File: config.mk
export PLATFORM = sky130hd
export DESIGN_NAME = aes_decrypt_core
export DESIGN_NICKNAME = d
export VERILOG_FILES = /design/src/rtl/aes_decrypt_core.sv
export SDC_FILE = /design/constraint.sdc
export NUM_CORES = 2
export LEC_CHECK = 0
export CORE_AREA = 2 2 565 567
export CTS_BUF_LIST = sky130_fd_sc_hd__clkbuf_2 sky130_fd_sc_hd__clkbuf_4 sky130_fd_sc_hd__clkbuf_8
export CTS_CLUSTER_DIAMETER = 60
export DETAILED_ROUTE_END_ITERATION = 7
export DIE_AREA = 0 0 567 569
export DONT_BUFFER_PORTS = 1
export GPL_TIMING_DRIVEN = 0
export PLACE_DENSITY = 0.34
export SLEW_MARGIN = 20
export SYNTH_ARGS = -nofsm -noshare
export SYNTH_HDL_FRONTEND = slang
export SYNTH_SLANG_ARGS = --single-unit
File: constraint.sdc
create_clock -name clk -period 6.82 [get_ports clk]
set_input_delay 0.682 -clock clk [delete_from_list [all_inputs] [get_ports clk]]
set_output_delay 0.682 -clock clk [all_outputs]
set_load 0.02 [all_outputs]
File: src/rtl/aes_decrypt_core.sv
// aes_decrypt_core: iterative AES-128 inverse cipher, one round per clock, round keys supplied externally.
// Ports:
//   clk            - rising-edge clock
//   reset_n        - asynchronous active-low reset
//   cipher_text    - 128-bit ciphertext, sampled on an accepted start
//   round_key      - 128-bit round key for index round_num, valid in the same cycle
//   decrypt_new_en - single-cycle start request, honoured only while idle
//   round_key_en   - high on every key-consuming cycle (accept cycle plus RUN)
//   plain_ready    - high while idle; plain_text then holds the last result
//   plain_done     - one-cycle pulse when a result becomes valid
//   round_num      - round-key index needed this cycle (10 when idle, 9..0 while running)
//   plain_text     - the state register itself
module aes_decrypt_core (
    input  logic         clk,
    input  logic         reset_n,
    input  logic [127:0] cipher_text,
    input  logic [127:0] round_key,
    input  logic         decrypt_new_en,
    output logic         round_key_en,
    output logic         plain_ready,
    output logic         plain_done,
    output logic [3:0]   round_num,
    output logic [127:0] plain_text
);
    typedef enum logic {IDLE, RUN} fsm_t;

    localparam logic [7:0] INV_SBOX [256] = '{
        8'h52, 8'h09, 8'h6a, 8'hd5, 8'h30, 8'h36, 8'ha5, 8'h38, 8'hbf, 8'h40, 8'ha3, 8'h9e, 8'h81, 8'hf3, 8'hd7, 8'hfb,
        8'h7c, 8'he3, 8'h39, 8'h82, 8'h9b, 8'h2f, 8'hff, 8'h87, 8'h34, 8'h8e, 8'h43, 8'h44, 8'hc4, 8'hde, 8'he9, 8'hcb,
        8'h54, 8'h7b, 8'h94, 8'h32, 8'ha6, 8'hc2, 8'h23, 8'h3d, 8'hee, 8'h4c, 8'h95, 8'h0b, 8'h42, 8'hfa, 8'hc3, 8'h4e,
        8'h08, 8'h2e, 8'ha1, 8'h66, 8'h28, 8'hd9, 8'h24, 8'hb2, 8'h76, 8'h5b, 8'ha2, 8'h49, 8'h6d, 8'h8b, 8'hd1, 8'h25,
        8'h72, 8'hf8, 8'hf6, 8'h64, 8'h86, 8'h68, 8'h98, 8'h16, 8'hd4, 8'ha4, 8'h5c, 8'hcc, 8'h5d, 8'h65, 8'hb6, 8'h92,
        8'h6c, 8'h70, 8'h48, 8'h50, 8'hfd, 8'hed, 8'hb9, 8'hda, 8'h5e, 8'h15, 8'h46, 8'h57, 8'ha7, 8'h8d, 8'h9d, 8'h84,
        8'h90, 8'hd8, 8'hab, 8'h00, 8'h8c, 8'hbc, 8'hd3, 8'h0a, 8'hf7, 8'he4, 8'h58, 8'h05, 8'hb8, 8'hb3, 8'h45, 8'h06,
        8'hd0, 8'h2c, 8'h1e, 8'h8f, 8'hca, 8'h3f, 8'h0f, 8'h02, 8'hc1, 8'haf, 8'hbd, 8'h03, 8'h01, 8'h13, 8'h8a, 8'h6b,
        8'h3a, 8'h91, 8'h11, 8'h41, 8'h4f, 8'h67, 8'hdc, 8'hea, 8'h97, 8'hf2, 8'hcf, 8'hce, 8'hf0, 8'hb4, 8'he6, 8'h73,
        8'h96, 8'hac, 8'h74, 8'h22, 8'he7, 8'had, 8'h35, 8'h85, 8'he2, 8'hf9, 8'h37, 8'he8, 8'h1c, 8'h75, 8'hdf, 8'h6e,
        8'h47, 8'hf1, 8'h1a, 8'h71, 8'h1d, 8'h29, 8'hc5, 8'h89, 8'h6f, 8'hb7, 8'h62, 8'h0e, 8'haa, 8'h18, 8'hbe, 8'h1b,
        8'hfc, 8'h56, 8'h3e, 8'h4b, 8'hc6, 8'hd2, 8'h79, 8'h20, 8'h9a, 8'hdb, 8'hc0, 8'hfe, 8'h78, 8'hcd, 8'h5a, 8'hf4,
        8'h1f, 8'hdd, 8'ha8, 8'h33, 8'h88, 8'h07, 8'hc7, 8'h31, 8'hb1, 8'h12, 8'h10, 8'h59, 8'h27, 8'h80, 8'hec, 8'h5f,
        8'h60, 8'h51, 8'h7f, 8'ha9, 8'h19, 8'hb5, 8'h4a, 8'h0d, 8'h2d, 8'he5, 8'h7a, 8'h9f, 8'h93, 8'hc9, 8'h9c, 8'hef,
        8'ha0, 8'he0, 8'h3b, 8'h4d, 8'hae, 8'h2a, 8'hf5, 8'hb0, 8'hc8, 8'heb, 8'hbb, 8'h3c, 8'h83, 8'h53, 8'h99, 8'h61,
        8'h17, 8'h2b, 8'h04, 8'h7e, 8'hba, 8'h77, 8'hd6, 8'h26, 8'he1, 8'h69, 8'h14, 8'h63, 8'h55, 8'h21, 8'h0c, 8'h7d
    };

    function automatic logic [7:0] xt(input logic [7:0] a);
        return {a[6:0], 1'b0} ^ (a[7] ? 8'h1b : 8'h00);
    endfunction

    // GF(2^8) multiply by a 4-bit constant, built from repeated doubling
    function automatic logic [7:0] gm(input logic [7:0] a, input logic [3:0] k);
        logic [7:0] x2, x4, x8;
        x2 = xt(a);
        x4 = xt(x2);
        x8 = xt(x4);
        return (k[0] ? a : 8'h00) ^ (k[1] ? x2 : 8'h00) ^ (k[2] ? x4 : 8'h00) ^ (k[3] ? x8 : 8'h00);
    endfunction

    function automatic logic [31:0] inv_mix(input logic [31:0] w);
        logic [7:0] a0, a1, a2, a3;
        {a0, a1, a2, a3} = w;
        return {gm(a0, 4'he) ^ gm(a1, 4'hb) ^ gm(a2, 4'hd) ^ gm(a3, 4'h9),
                gm(a0, 4'h9) ^ gm(a1, 4'he) ^ gm(a2, 4'hb) ^ gm(a3, 4'hd),
                gm(a0, 4'hd) ^ gm(a1, 4'h9) ^ gm(a2, 4'he) ^ gm(a3, 4'hb),
                gm(a0, 4'hb) ^ gm(a1, 4'hd) ^ gm(a2, 4'h9) ^ gm(a3, 4'he)};
    endfunction

    fsm_t         fsm_q;
    logic [3:0]   cnt_q;
    logic [127:0] data_q, data_d, sub_w, key_w, mix_w;
    logic         ready_q, done_q;

    // Byte (row r, column c) sits at index 4c+r, byte 0 in the top bits.
    // InvShiftRows pulls row r from column (c - r) mod 4.
    for (genvar c = 0; c < 4; c++) begin : g_col
        for (genvar r = 0; r < 4; r++) begin : g_row
            assign sub_w[127-8*(4*c+r) -: 8] = INV_SBOX[data_q[127-8*(4*((c-r+4)%4)+r) -: 8]];
        end
        assign mix_w[127-32*c -: 32] = inv_mix(key_w[127-32*c -: 32]);
    end

    assign key_w  = sub_w ^ round_key;
    assign data_d = (cnt_q == 4'd0) ? key_w : mix_w;

    always_ff @(posedge clk or negedge reset_n) begin
        if (!reset_n) begin
            fsm_q   <= IDLE;
            cnt_q   <= 4'hA;
            data_q  <= '0;
            ready_q <= 1'b1;
            done_q  <= 1'b0;
        end else begin
            done_q <= 1'b0;
            case (fsm_q)
                IDLE: if (decrypt_new_en) begin
                    data_q  <= cipher_text ^ round_key;
                    cnt_q   <= 4'd9;
                    ready_q <= 1'b0;
                    fsm_q   <= RUN;
                end
                RUN: begin
                    data_q <= data_d;
                    if (cnt_q == 4'd0) begin
                        cnt_q   <= 4'hA;
                        ready_q <= 1'b1;
                        done_q  <= 1'b1;
                        fsm_q   <= IDLE;
                    end else begin
                        cnt_q <= cnt_q - 4'd1;
                    end
                end
                default: fsm_q <= IDLE;
            endcase
        end
    end

    // The accept cycle already consumes round key 10, so it counts as a key cycle
    assign round_key_en = (fsm_q == RUN) | ((fsm_q == IDLE) & decrypt_new_en);
    assign plain_ready  = ready_q;
    assign plain_done   = done_q;
    assign round_num    = cnt_q;
    assign plain_text   = data_q;
endmodule

==> reports/qor.csv <==
stage,metric,value,unit
synthesis,synthSimpleGateAreaFrac,0.226,
synthesis,yosysSeqAreaShare,0.0448,
floorplan,die_h,569,um
synthesis,synthesis.instances,10400,
place,io_buffers,0,
worst_hold_path,hp-start,round_key[18],
sta,fmax,142,MHz
cells_and_area,fill_cells,35600,
worst_setup_path,worstSetupPathType,flop to flop,
worst_setup_path,end_kind,flop,
grt,grt_max_degree,136,
sta,maxSlewHeadroom,0.0985,
clock_network,htreeDepth,4,
synthesis,yosysWarnings,0,
clock_network,cts_tree,yes,
place,dp.final_hpwl,520000,um
floorplan,rows,207,
worst_setup_path,cp.required,7330,ps
grt,grt_pass1_vias,95900,
sta,finalCriticalPeriod,7050,ps
worst_setup_path,cp_max_fo,10,
synthesis,async_flop_share,1.00,
sta,setup_ws,-233,ps
floorplan,core,0.317,mm2
drt,drc_errors,1,
worst_hold_path,hp-class,primary input to flop,
worst_setup_path,crit_chain,clkbuf_2 > buf_4 > inv_1 > ha_1 > clkbuf_1 > a21oi_1 > o21ai_0 > a2111oi_0 > o211ai_1 > a21oi_2 > xor2_4 > xnor3_1 > xor2_1 > xnor2_1 > or4_1 > and3_1,
cells_and_area,layout_common_cells,"a21oi_1 (781), nand2_1 (695), o21ai_0 (612), nor2_1 (592), xnor2_1 (490)",
grt,grt_overflow,0,
grt,antenna_found_initial,65,
outcome,violations,"design-rule violations, negative setup slack",
worst_setup_path,cp.arrival,7570,ps
drt,wl_per_cell,45.8,um
synthesis,muxShareOfSynthArea,0.0805,
flow_run,cap_violations,0,
cells_and_area,areaGrowthSynthToFinish,12.7,%
drt,drt_wl_total,677000,um
cells_and_area,drive_above_1_share,0.158,
synthesis,synthXorXnorAreaFrac,0.150,
clock_network,clk_latency,730,ps
synthesis,synth-compound-area-share,0.360,
cells_and_area,fin_nets,11100,
floorplan,dieArea,0.323,mm2
synthesis,syn_nets,11000,
sta,timing.hold.ws,248,ps
floorplan,io_pins,394,
worst_setup_path,reg2reg_from,plain_text[120],
clock_network,clockRootBuffer,clkbuf_8,
clock_network,clockBufferDepth,3,
grt,track_usage,0.398,
floorplan,die_x,567,um
drt,final_antenna_net_count,0,
sta,setup_violations,25,
synthesis,ys_types,126,
clock_network,clkTransAtPathRegs,100,ps
clock_network,clock_sinks,135,
synthesis,synth_top_flop_cell,dfrtp_1,
synthesis,syn_area,0.0756,mm2
sta,skew,66.8,ps
synthesis,ys_top_cells_by_area,"xnor2_1 (6.1%), a21oi_1 (5.3%), ha_1 (4.9%), mux4_2 (4.7%), dfrtp_1 (4.4%)",
synthesis,yosys_register_bits,135,
place,globalplace.congestion,1.04,
cells_and_area,final_common_cell,a21oi_1,
drt,drt_iter0_drc,17800,
synthesis,synth_edf_count,0,
sta,finalSetupTns,-1710,ps
worst_setup_path,critPathMaxStageDelay,1070,ps
drt,first_pass_iters,8,
synthesis,synthAdderAreaFrac,0.0490,
cells_and_area,post-route-util,0.269,
synthesis,netlist.area_leader.share,0.0610,
synthesis,synth_top_family_by_area,compound AO/OA/AOI/OAI gates,
synthesis,syn_area_per_cell,7.27,um2
sta,report.final.slew_viol_count,0,
clock_network,numCtsBuffers,25,
worst_setup_path,cp_slowest_cell,a2111oi_0,
worst_setup_path,cp-start-kind,flop,
sta,period_share,1.03,
drt,viasPerCell,6.92,
sta,hold_viol_final,0,
grt,grt_pass1_wl,899000,um
outcome,status,finished with violations,
sta,tightestPinTransition,1340,ps
worst_setup_path,startpoint,plain_text[120],
drt,vias,102000,
synthesis,yosysTopAreaCell,xnor2_1,
floorplan,start_util,0.239,
flip-flops by register name, summed over array words and instances (netlist names):
signal / count
round_num: 4
plain_text: 128
plain_ready: 1
fsm_q: 1
plain_done: 1
layer usage:
layer  global-route usage  wire [um]
met4                0.223      48600
met2                0.597     284000
met1                0.515     269000
met5                    0        160
met3                0.102      75700
cell usage after synthesis, types with 80 or more instances:
cell and instances:
a211oi_1 223, a21oi_1 803, a221oi_1 168, a311oi_1 189, a31oi_1 220, and2_1 110, buf_2 388, buf_4 127
clkbuf_1 591, dfrtp_1 132, ha_1 295, inv_1 160, mux2_2 80, mux2i_1 153, mux4_2 159, nand2_1 698
nand2b_1 416, nand3_1 287, nor2_1 608, nor2b_1 302, nor3_1 291, o211ai_1 189, o21ai_0 617, o221ai_1 87
o22ai_1 89, o311ai_0 126, o31ai_1 102, or2_2 97, xnor2_1 526, xnor3_1 126, xor2_1 236
cell type report:
type	instances	area [um2]	share of cell area
diodes	33	82.6	0.000970
plain buffers	1206	6140	0.0721
clock buffers	30	407	0.00478
clock inverters	2	10.0	0.000118
inverters	210	861	0.0101
multi-input cells	8837	67500	0.792
flip-flops and latches	135	3470	0.0408
well taps	4180	5230	0.0614
repair buffers	139	1480	0.0173
critical path, delay by kind of cell, from the launching register on:
family	cells	cell delay (ps)
buffers and inverters	4	1470
xor gates and xnor gates	4	1330
and+or+nand+nor	2	730
adders and majority gates	1	390
DFF	1	630
AOI/OAI and AO/OA	5	2270
worst paths after layout:
check / to / slack [ps] / depth (start not counted)
max: plain_text[99] / -230 / 16
min: plain_text[18] / 250 / 2
max reg2reg: plain_text[99] / -230 / 16
min reg2reg: round_num[3] / 590 / 2
max in group asynchronous: plain_text[16] / 5160 / 3
min in group asynchronous: plain_text[99] / 500 / 2
per-stage QoR:
| stage | instance area (um2) | setup slack [ps] | instances |
|---|---|---|---|
| finish | 85100 | -233 | 14800 |
| global route | 85100 | -4.80 | 14800 |
| CTS | 84100 | 5.79 | 14700 |
| detailed placement | 81300 | -2550 | 14600 |
| global placement | 80800 | -3450 | 14600 |
| floorplan | 75600 | 1660 | 10400 |
cells by family after synthesis:
kind of cell / after synthesis
AO/OA/AOI/OAI: 3853
AND/OR/NAND/NOR: 3304
buffers and inverters: 1429
XOR/XNOR: 986
multiplexers: 398
adder cells (fa/ha/maj): 296
flip-flops: 135
what timing repair did:
action | in CTS | in global routing
resized for setup | 334 | 156
hold endpoints to repair | 135 | 0
pin swaps | 35 | 26
hold buffers | 2 | 0
setup endpoints to repair | 128 | 79
buffers inserted | 69 | 48
Power is left out: the tool's default activity adds up to more than one toggle a clock period on the data nets, which glitch-free logic cannot reach.
